### src/rtl/signal_mux_pkg.sv
// Shared constants and grant-encoding helpers for the signal_mux_arb readout mux.
package signal_mux_pkg;

  localparam int MAX_NCH = 16;
  localparam int IDXW    = 4;

  // Lowest set bit wins; returns 0 when nothing is set.
  function automatic logic [IDXW-1:0] prio_enc(input logic [MAX_NCH-1:0] v);
    prio_enc = '0;
    for (int i = MAX_NCH - 1; i >= 0; i--) begin
      if (v[i]) prio_enc = IDXW'(i);
    end
  endfunction

  // First set bit at or after ptr, wrapping at nch-1 -> 0.
  function automatic logic [IDXW-1:0] rr_enc(input logic [MAX_NCH-1:0] v,
                                             input logic [IDXW-1:0]    ptr,
                                             input int                 nch);
    logic            found;
    logic [IDXW:0]   idx;
    rr_enc = '0;
    found  = 1'b0;
    for (int i = 0; i < MAX_NCH; i++) begin
      if (i < nch) begin
        idx = {1'b0, ptr} + (IDXW + 1)'(i);
        if (idx >= (IDXW + 1)'(nch)) idx = idx - (IDXW + 1)'(nch);
        if (!found && v[idx[IDXW-1:0]]) begin
          found  = 1'b1;
          rr_enc = idx[IDXW-1:0];
        end
      end
    end
  endfunction

endpackage

### src/rtl/signal_mux_arb_sel.sv
// Combinational grant selector: fixed priority by default, round robin when
// SIGNAL_MUX_ARB_RR_EN is defined.
module signal_mux_arb_sel
  import signal_mux_pkg::*;
#(
  parameter int NCH = 4,
  parameter int CHW = $clog2(NCH)
) (
  input  logic [NCH-1:0] pend,
  input  logic [CHW-1:0] rr_ptr,
  output logic [CHW-1:0] grant,
  output logic           any,
  output logic [CHW-1:0] ptr_next
);

  logic [MAX_NCH-1:0] pend_ext;

  assign pend_ext = MAX_NCH'(pend);
  assign any      = |pend;

`ifdef SIGNAL_MUX_ARB_RR_EN
  always_comb begin
    grant    = CHW'(rr_enc(pend_ext, IDXW'(rr_ptr), NCH));
    ptr_next = (grant == CHW'(NCH - 1)) ? '0 : grant + 1'b1;
  end
`else
  logic unused_rr_ptr;

  // Without round robin the pointer is pinned at zero and never consulted.
  always_comb begin
    grant         = CHW'(prio_enc(pend_ext));
    ptr_next      = '0;
    unused_rr_ptr = ^rr_ptr;
  end
`endif

endmodule

### src/rtl/signal_mux_arb.sv
// Registered request-tagged signal mux with per-channel capture slots.
// Arbitration mode selected by SIGNAL_MUX_ARB_RR_EN (see signal_mux_arb_sel).
module signal_mux_arb
  import signal_mux_pkg::*;
#(
  parameter int WIDTH = 16,
  parameter int NCH   = 4,
  parameter int CHW   = $clog2(NCH)
) (
  input  logic                 clk,
  input  logic                 reset_n,
  input  logic [NCH-1:0]       req,
  input  logic [NCH*WIDTH-1:0] data_in,
  input  logic [WIDTH-1:0]     default_data,
  input  logic                 out_ready,
  output logic [WIDTH-1:0]     out_data,
  output logic                 out_valid,
  output logic [CHW-1:0]       out_ch,
  output logic [NCH-1:0]       overrun,
  input  logic                 overrun_clr
);

  logic [NCH-1:0]   pend_reg;
  logic [NCH-1:0]   overrun_reg;
  logic [WIDTH-1:0] slot_reg [NCH];
  logic [WIDTH-1:0] out_data_reg;
  logic             out_valid_reg;
  logic [CHW-1:0]   out_ch_reg;
  logic [CHW-1:0]   rr_ptr_reg;

  logic [CHW-1:0]   grant;
  logic [CHW-1:0]   ptr_next;
  logic             any_pend;
  logic             load;
  logic [NCH-1:0]   grant_hit;

  signal_mux_arb_sel #(
    .NCH (NCH),
    .CHW (CHW)
  ) u_sel (
    .pend     (pend_reg),
    .rr_ptr   (rr_ptr_reg),
    .grant    (grant),
    .any      (any_pend),
    .ptr_next (ptr_next)
  );

  assign load = (!out_valid_reg || out_ready) && any_pend;

  for (genvar gi = 0; gi < NCH; gi++) begin : g_hit
    assign grant_hit[gi] = load && (grant == CHW'(gi));
  end

  // A req on the channel being granted refills the slot without counting as an overrun.
  always_ff @(posedge clk) begin
    if (!reset_n) begin
      pend_reg    <= '0;
      overrun_reg <= '0;
      for (int k = 0; k < NCH; k++) slot_reg[k] <= '0;
    end else begin
      for (int k = 0; k < NCH; k++) begin
        if (req[k]) begin
          slot_reg[k] <= data_in[k*WIDTH +: WIDTH];
          pend_reg[k] <= 1'b1;
        end else if (grant_hit[k]) begin
          pend_reg[k] <= 1'b0;
        end
        if (overrun_clr) overrun_reg[k] <= 1'b0;
        else if (req[k] && pend_reg[k] && !grant_hit[k]) overrun_reg[k] <= 1'b1;
      end
    end
  end

  always_ff @(posedge clk) begin
    if (!reset_n) begin
      out_data_reg  <= '0;
      out_valid_reg <= 1'b0;
      out_ch_reg    <= '0;
      rr_ptr_reg    <= '0;
    end else if (load) begin
      out_data_reg  <= slot_reg[grant];
      out_ch_reg    <= grant;
      out_valid_reg <= 1'b1;
      rr_ptr_reg    <= ptr_next;
    end else if (!out_valid_reg || out_ready) begin
      // Idle or just drained: track the default word. Stalled words hold.
      out_data_reg  <= default_data;
      out_ch_reg    <= '0;
      out_valid_reg <= 1'b0;
    end
  end

  assign out_data  = out_data_reg;
  assign out_valid = out_valid_reg;
  assign out_ch    = out_ch_reg;
  assign overrun   = overrun_reg;

endmodule

### config.mk
export PLATFORM = sky130hd
export DESIGN_NAME = signal_mux_arb
export DESIGN_NICKNAME = d
export VERILOG_FILES = /design/src/rtl/signal_mux_pkg.sv /design/src/rtl/signal_mux_arb_sel.sv /design/src/rtl/signal_mux_arb.sv
export SDC_FILE = /design/constraint.sdc
export NUM_CORES = 1
export LEC_CHECK = 0
export ABC_AREA = 1
export CAP_MARGIN = 20
export CORE_ASPECT_RATIO = 0.8
export CORE_MARGIN = 5
export CORE_UTILIZATION = 55
export CTS_BUF_LIST = sky130_fd_sc_hd__clkbuf_4 sky130_fd_sc_hd__clkbuf_8
export DETAILED_ROUTE_END_ITERATION = 12
export DONT_BUFFER_PORTS = 1
export GPL_ROUTABILITY_DRIVEN = 0
export PLACE_DENSITY = 0.7
export SYNTH_ARGS = -nofsm -noshare
export SYNTH_HDL_FRONTEND = slang
export SYNTH_SLANG_ARGS = --single-unit
export TNS_END_PERCENT = 50
### constraint.sdc
create_clock -name clk -period 3.9 [get_ports clk]
set_input_delay 0.585 -clock clk [delete_from_list [all_inputs] [get_ports clk]]
set_output_delay 0.585 -clock clk [all_outputs]
set_load 0.03 [all_outputs]
# == Yosys cells after proc, flatten, opt, wreduce, memory -nomap -nowiden ==
# Memories as Yosys holds them, arrays and structs flattened.
# Index checks and enable logic that the tools add are counted.
# op_classes
n_reduce_logical,27
n_eq_ne,3
bitwise,5
muxes,35
# ops
operator,count
$mux W16,6
$mux W1,23
$logic_and A1 B1 Y1,13
$mux W2,6
$reduce_bool A2 Y1,5
$logic_not A1 Y1,5
$eq A2 B2 Y1 const B,2
$or A1 B1 Y1,4
$reduce_or A4 Y1,1
$eq A2 B1 Y1 const B,1
$logic_not A2 Y1,1
$reduce_or A2 Y1,1
$logic_or A1 B1 Y1,1
$not A1 Y1,1
# totals
inputBits,88
n_memories,1
reg_bits,27
out_inout_bits,23
mem_bits_rw,64
word_cells,82
# mem_list
memory,words,word_bits,rd,rd_clocked_by_memory_dff,write_ports,line_no,source
slot_reg,4,16,1,0,4,signal_mux_arb.sv:25,logic [WIDTH-1:0] slot_reg [NCH];

# == Logic depth before layout (Yosys ltp) ==
# Gate-level depths: netlist of run 1.
# depth
word_depth,8
depth_mapped,10
mapped_depth_nobuf,10

# == Cells and area by module ==
# A second synthesis of run 1 with hierarchy kept.
# unflattened
cells_unflattened,555
area_unflattened_um2,4514.3
# by_module_without_submodules
mod,seq_area_each_um2,cells_each,n_inst,area_each_um2
signal_mux_arb,2502.4,543,1,4449.3
signal_mux_arb_sel,0.0,12,1,65.1

# == Worst setup path after synthesis of run 1 ==
# OpenSTA, ideal clock, no wires.
# synth_path
path_kind,input to register
start,input port reset_n
end,"memory slot_reg[0][0], enable pin"
path_buffers,1
arrival_time_ns,1.300
path_slack_ns,2.309
stages,3
required_time_ns,3.609
setup_time_ns,0.291
cell_sequence,clkbuf_1 inv_1 or2_2
# synth_rtl
item,line_no,source
start: declaration,signal_mux_arb.sv:11,"input logic reset_n,"
end: declaration,signal_mux_arb.sv:25,

# == Worst setup path after layout of run 1 ==
# layout_path
start,"register out_valid_reg, in the netlist out_valid"
end,"register out_data_reg[6], in the netlist out_data[6]"
# layout_via
elab_chain_cells,4
word_cells_on_any_way,5
cone_classes,mux: 1; reduce/logical: 4
# layout_rtl
item,line_no,source
start: declaration,signal_mux_arb.sv:27,logic out_valid_reg;
start signal: assignment,signal_mux_arb.sv:77,out_valid_reg <= 1'b0;
start signal: assignment,signal_mux_arb.sv:83,out_valid_reg <= 1'b1;
start signal: assignment,signal_mux_arb.sv:89,out_valid_reg <= 1'b0;
$logic_not A1 Y1 *,"signal_mux_arb.sv:48, signal_mux_arb.sv:85",
$logic_or A1 B1 Y1 *,"signal_mux_arb.sv:48, signal_mux_arb.sv:85",
$logic_and A1 B1 Y1,signal_mux_arb.sv:48,assign load = (!out_valid_reg || out_ready) && any_pend;
$mux W16 or $reduce_bool A2 Y1 (tied branches),-,
end signal: assignment,signal_mux_arb.sv:81,out_data_reg <= slot_reg[grant];
end signal: assignment,signal_mux_arb.sv:87,out_data_reg <= default_data;
end: declaration,signal_mux_arb.sv:26,logic [WIDTH-1:0] out_data_reg;
# Every way passes the cells marked *; elsewhere a longest branch is shown, timed or not.
# A chain may end at the register's enable or synchronous reset.

==> out/results.txt, run 1 <==
mapped cell area - 4320 um^2
clk_skew - 0.0117 ns
Slew headroom - 42.2%
max FFs per register - 64
Synth Area in Simple Gates - 23.6%
Max Cap Viol - 0
initial antenna violation count - 0
die footprint - 9730 um^2
PD cells - 478 nW/um^2
TritonRoute pass-1 iters - 5
vias in the first global route - 3010
unrepaired setup endpoints after global routing - false
port bufs - 0
fill count - 678
Yosys cell types - 25
largest family of logic cells by synthesized area - simple AND/OR/NAND/NOR gates
CTS clk-pin slew, worst paths - 0.09 ns
Crit Path Class - reg2reg
Fmax - 0.422 GHz
Hold Violations, Final - 0
Root Buffer - clkbuf_8
CTS Buf Count - 9
total clock sinks - 91
Psw - 622 uW
Placeable Area - 7530 um^2
cell count after synthesis - 475
Period minus WS final - 2.37 ns
residual DRC count - 0
Clk pwr share - 29.6%
antenna viol nets, final - 0
Critical Path RT - 4.19 ns
FF-to-FF path depth - 5
Sequential Power Share - 57.6%
DRT iter0 DRCs - 214
clk buf depth - 2
clk_lat worst skew - 0.36 ns
Post-Syn Nets - 563
chip height - 89.2 um
FFs w/ async S/R, synth - 0%
Final setup viols - 0
first-pass GRT wire length - 14800 um
post-synthesis mux area share - 0%
Avg WL per Cell - 16.6 um
Die W - 109 um
CTS tree - built
Post-Synth Adder-Cell Area - 0%
Final WS setup - 1.53 ns
share of cells above drive strength 1 - 8.53%
Post-CTS Hold Fix Bufs - 0
crit-path max FO - 19
H-tree levels - 3
internal power - 1.50 mW
post-DR vias/cell - 5.25
Resized Gates After CTS - 0
startpoint types - register
Worst Hold Depth - 2
DP HPWL - 7140 um
post-synthesis compound-gate area fraction - 6.41%
setup bufs post-CTS - 0
Lkg Pwr - 2.00 nW
status - finished clean
Synth Warn # - 0
Final Cycle Share - 60.7%
Area growth, synth to finish - 3.07%
# nets final - 552
worst vdd ir - 252 uV
Crit. End Element - register
number of synthesized flops with an enable pin - 64
gr usage total - 20.5%
Initial Util - 57.3%
Net Sw Frac - 29.2%
Ports - 111
total negative slack - 0 ns
fin. max-slew vios - 0
worst-margin pin slew - 0.866 ns
row count - 28
post-synthesis average cell area - 9.09 um^2
largest net degree at the start of global routing - 39
Diodes inserted - 0
Worst Path Arrival - 2.66 ns
primary flip-flop cell chosen by synthesis mapping - edfxtp_1
register area share after synthesis - 57.1%
Post-Place Worst Slack - 1.39 ns
Hold WC Path Type - in2reg
gr ovfl total - 0
final WL - 9510 um
XOR/XNOR share of the synthesized area - 0%
via count - 3011
#FFs+latches synth - 91
Comb pwr share - 12.8%
## cells by family (layout without fill, tap and decap cells)
kind of cell	after synthesis	in the layout
buf+inv	117	111
simple gates	225	225
compound gates	42	42
flops	91	91
## cell type report
| cell class | count | area [um^2] | share of cell area, % |
|---|---|---|---|
| multi-input combinational | 267 | 1300 | 29.2 |
| clock inverter | 6 | 65.1 | 1.46 |
| sequential | 91 | 2460 | 55.4 |
| inverter | 94 | 353 | 7.93 |
| tap | 105 | 131 | 2.95 |
| timing repair buffer | 1 | 7.51 | 0.169 |
| clock buffer | 10 | 131 | 2.95 |
## cells in the final DEF, fill, tap and decap left out
| master | instances |
|---|---|
| a31oi_1 | 1 |
| clkbuf_4 | 1 |
| nand4_1 | 13 |
| inv_2 | 2 |
| nand3_2 | 4 |
| inv_1 | 91 |
| nor2_1 | 77 |
| buf_4 | 1 |
| nor2_4 | 2 |
| a21oi_1 | 14 |
| or2_2 | 5 |
| a22oi_1 | 11 |
| nand3_1 | 67 |
| bufinv_16 | 1 |
| nand2_1 | 54 |
| edfxtp_1 | 64 |
| nand2_2 | 2 |
| clkinv_1 | 2 |
| clkbuf_8 | 9 |
| o21ai_4 | 1 |
| clkinvlp_4 | 3 |
| nor2_2 | 1 |
| a21oi_2 | 7 |
| inv_6 | 1 |
| dfxtp_1 | 27 |
| o21ai_0 | 8 |
## Yosys cell counts (3+ instances only)
master     n  area, um^2
inv_1     91         342
nor2_1    78         293
nand3_1   67         335
edfxtp_1  64        1920
nand2_1   54         203
dfxtp_1   27         541
a21oi_1   14        70.1
nand4_1   13        81.3
a22oi_1   11        82.6
o21ai_0    8        40.0
a21oi_2    7        61.3
buf_6      6        67.6
clkbuf_1   6        22.5
or2_2      5        31.3
clkbuf_8   4        55.1
nand3_2    4        40.0
buf_2      3        15.0
## final timing paths
check	to	slack, ns	startpoint
min reg2reg	pend_reg[1]	0.54	pend_reg[1]
min	out_data[7]	0.32	reset_n
max	out_data[6]	1.53	out_valid
max reg2reg	out_data[6]	1.53	out_valid
## power groups by stage
stage / registers [mW] / logic (mW) / clock network (mW)
floorplan: 1.22 / 0.250 / 0
global placement: 1.25 / 0.260 / 0
detailed placement: 1.25 / 0.270 / 0
CTS: 1.22 / 0.271 / 0.637
global route: 1.23 / 0.308 / 0.681
finish: 1.22 / 0.273 / 0.629
## metal layers
layer	share of wire [%]	vias up	global-route usage (%)
met2	44	125	30.6
met5	0	-	0
met4	1.6	0	7.80
met3	10	12	6.43
li1	-	1507	-
met1	45	1367	28.1
## through the flow
stage          std cells  cell area, um^2  util (%)  hold slack (ns)  power (mW)
4_1_cts              574             4450      59.1            0.310        2.13
5_1_grt              574             4450      59.1            0.315        2.22
3_5_place_dp         558             4250      56.4            0.515        1.52
6_report             574             4450      59.1            0.325        2.13
2_1_floorplan        475             4320         -            0.470        1.47
3_3_place_gp         558             4250      56.4            0.497        1.51
## critical path, stage by stage (launching register included)
cell,delay [ns]
dfxtp_1,0.42
nand2_1,0.33
clkinv_1,0.51
nor2_1,0.69
a22oi_1,0.18
a21oi_2,0.18
No activity file was read; power rests on OpenSTA's default activity.
==> run 2, diff against run 1 <==
==> constraint.sdc (replaced) <==
create_clock -name clk -period 2.2 [get_ports clk]
set_input_delay 0.33 -clock clk [delete_from_list [all_inputs] [get_ports clk]]
set_output_delay 0.33 -clock clk [all_outputs]
set_load 0.03 [all_outputs]
==> run 2 against run 1 <==
Compared with the run above:
- via count up 2.4%
- count of clock-buffer cells in the layout unchanged
- total power up 94%
- worst setup slack worse by 1.2 ns
- clock power up 130%
- global-route usage up 0.19 points
- first-iteration DRC count up 35%
- non-clock buffer count up 5
- sequential cell count unchanged
- cell count up 0.87%
- maximum frequency up 26%
- critical endpoint is now pend_reg[0]
- largest cell class unchanged
- largest power group unchanged
- highest routed layer unchanged
==> out/results.txt, run 2 (synthesized netlist as in run 1, its figures left out) <==
status - finished clean
Layout Cells excl Fill - 579 (+0.87%)
Crit Path Class - reg2reg
residual DRC count - 0 (unchanged)
Diodes inserted - 0 (unchanged)
Layout Utilization - 60.5% (+1.4 points)
Root Buffer - clkbuf_8
max FFs per register - 64 (unchanged)
Critical Path Slowest Stage Cell - dfxtp_1
H-tree levels - 3 (unchanged)
total negative slack - 0 ns (unchanged)
post-DR vias/cell - 5.32 (+1.5%)
Area growth, synth to finish - 5.60%
Final setup viols - 0 (unchanged)
Placeable Area - 7530 um^2 (unchanged)
PD cells - 906 nW/um^2 (+89%)
largest net degree at the start of global routing - 37 (-5.1%)
met1 GRT Util - 28.7% (+0.57 points)
Slew headroom - 53.4% (+11 points)
most frequent cells in the layout - 91 x inv_1, 77 x nor2_1, 67 x nand3_1
TritonRoute pass-1 iters - 5 (unchanged)
row count - 28 (unchanged)
Crit. End Element - register
Period minus WS final - 1.89 ns (-0.483 ns)
Placed Area - 4290 um^2 (+0.88%)
clk buf depth - 2 (unchanged)
final instance area - 4560 um^2 (+2.4%)
Max Cap Viol - 0 (unchanged)
first-pass GRT wire length - 15000 um (+1.1%)
worst-margin pin slew - 0.696 ns (-0.171 ns)
Clk pwr share - 35.5% (+5.9 points)
Hold WC Path Type - in2reg
DP HPWL - 7300 um (+2.2%)
commonest non-fill, non-tap cell in the layout - inv_1
grt met3 use - 7.00% (+0.58 points)
GR peak layer - met2
port bufs - 0 (unchanged)
internal power - 3.03 mW (+100%)
Ports - 111 (unchanged)
initial antenna violation count - 0 (unchanged)
gr ovfl total - 0 (unchanged)
startpoint types - register
unrepaired setup endpoints after global routing - false
gr usage total - 20.6% (+0.19 points)
max incr delay on CP - 0.64 ns (-0.05 ns)
DRT iter0 DRCs - 289 (+35%)
crit-path max FO - 16 (-3)
Die W - 109 um (unchanged)
Resized Gates After CTS - 0 (unchanged)
Psw - 1.10 mW (+77%)
die footprint - 9730 um^2 (unchanged)
final hold slack - 0.0721 ns (-0.253 ns)
CTS clk-pin slew, worst paths - 0.09 ns (about the same)
multi-input logic area - 1300 um^2 (unchanged)
fill count - 656 (-3.2%)
CTS tree - built
# nets final - 557 (+0.91%)
Avg WL per Cell - 16.5 um (-0.21%)
chip height - 89.2 um (unchanged)
Final Cycle Share - 85.7% (+25 points)
CP top delay family - simple AND/OR/NAND/NOR gates
Bufs and invs on worst path - 2 (+1)
clk_skew - 0.00989 ns (-0.00181 ns)
register area - 2460 um^2 (unchanged)
share of cells above drive strength 1 - 9.70% (+1.2 points)
final WL - 9570 um (+0.66%)
setup bufs post-CTS - 0 (unchanged)
Net Sw Frac - 26.7% (-2.6 points)
placed instance count - 563 (+0.90%)
antenna viol nets, final - 0 (unchanged)
fin. max-slew vios - 0 (unchanged)
worst vdd ir - 548 uV (+120%)
CP Cell Sequence - inv_1 > nand2_1 > nand2_1 > buf_4 > nand2_2 > nand2_1 > nor2_1 > nor2_1 > nand2_1 > nand2_1
Hold Violations, Final - 0 (unchanged)
Lkg Pwr - 2.06 nW (+3.2%)
Comb pwr share - 12.1% (-0.7 points)
Sequential Power Share - 52.4% (-5.2 points)
total clock sinks - 91 (unchanged)
Post-CTS Hold Fix Bufs - 0 (unchanged)
Initial Util - 57.3% (unchanged)
most frequent CP cell - nand2_1
Fmax - 0.530 GHz (+26%)
CTS Buf Count - 9 (unchanged)
vias in the first global route - 2991 (-0.63%)
Critical Path RT - 2.43 ns (-1.76 ns)
clk_lat worst skew - 0.36 ns (about the same)
GR Layer Usage met2 - 30.7% (+0.056 points)
Worst Path Arrival - 2.11 ns (-0.55 ns)
via count - 3082 (+2.4%)
-- run 2: cell types whose count changed in the layout (fill, tap and decap cells not counted) --
cell        before  now
buf_4            1    6
bufinv_16        1    4
clkinv_1         2    1
clkinvlp_4       3    1
-- run 2: layout make-up --
| type | count | area share (%) |
|---|---|---|
| multi-input combinational | 267 | 28.5 |
| timing repair buffer | 6 | 0.988 |
| sequential | 91 | 54.0 |
| clock buffer | 10 | 2.88 |
| clock inverter | 6 | 2.99 |
| tap | 105 | 2.88 |
| inverter | 94 | 7.74 |
-- run 2: worst paths after layout --
check,slack (ns),startpoint,depth (start not counted),to
max,0.31,pend_reg[2],10,pend_reg[0]
min,0.07,reset_n,2,out_data[14]
max reg2reg,0.31,pend_reg[2],10,pend_reg[0]
min reg2reg,0.52,pend_reg[1],2,pend_reg[1]
-- run 2: power groups by stage --
stage	combinational (mW)	sequential [mW]	clock (mW)
6_report	0.499	2.16	1.46
5_1_grt	0.565	2.18	1.57
4_1_cts	0.496	2.16	1.49
3_5_place_dp	0.494	2.20	0
3_3_place_gp	0.482	2.20	0
2_1_floorplan	0.444	2.17	0
-- run 2: per-stage QoR --
| step | power, mW | setup WS [ns] |
|---|---|---|
| after global routing | 4.31 | 0.127 |
| final | 4.13 | 0.315 |
| after global placement | 2.68 | 0.444 |
| after CTS | 4.15 | 0.345 |
| after floorplan | 2.61 | 0.810 |
| after detailed placement | 2.70 | 0.363 |
-- run 2: metal layers --
layer	share of wire, %	wire length [um]	vias up
met5	0	0	-
met3	11	1010	16
met2	43	4130	149
met1	45	4280	1396
li1	-	-	1521
met4	1.6	154	0
==> run 3, diff against run 2 <==
--- a/config.mk
+++ b/config.mk
@@ -14,6 +14,7 @@
 export DETAILED_ROUTE_END_ITERATION = 12
 export DONT_BUFFER_PORTS = 1
 export GPL_ROUTABILITY_DRIVEN = 0
+export HOLD_SLACK_MARGIN = 0.02
 export PLACE_DENSITY = 0.7
 export SYNTH_ARGS = -nofsm -noshare
 export SYNTH_HDL_FRONTEND = slang
==> results of run 3 <==
No change in the layout: final DEF, timing and power equal those of run 2.
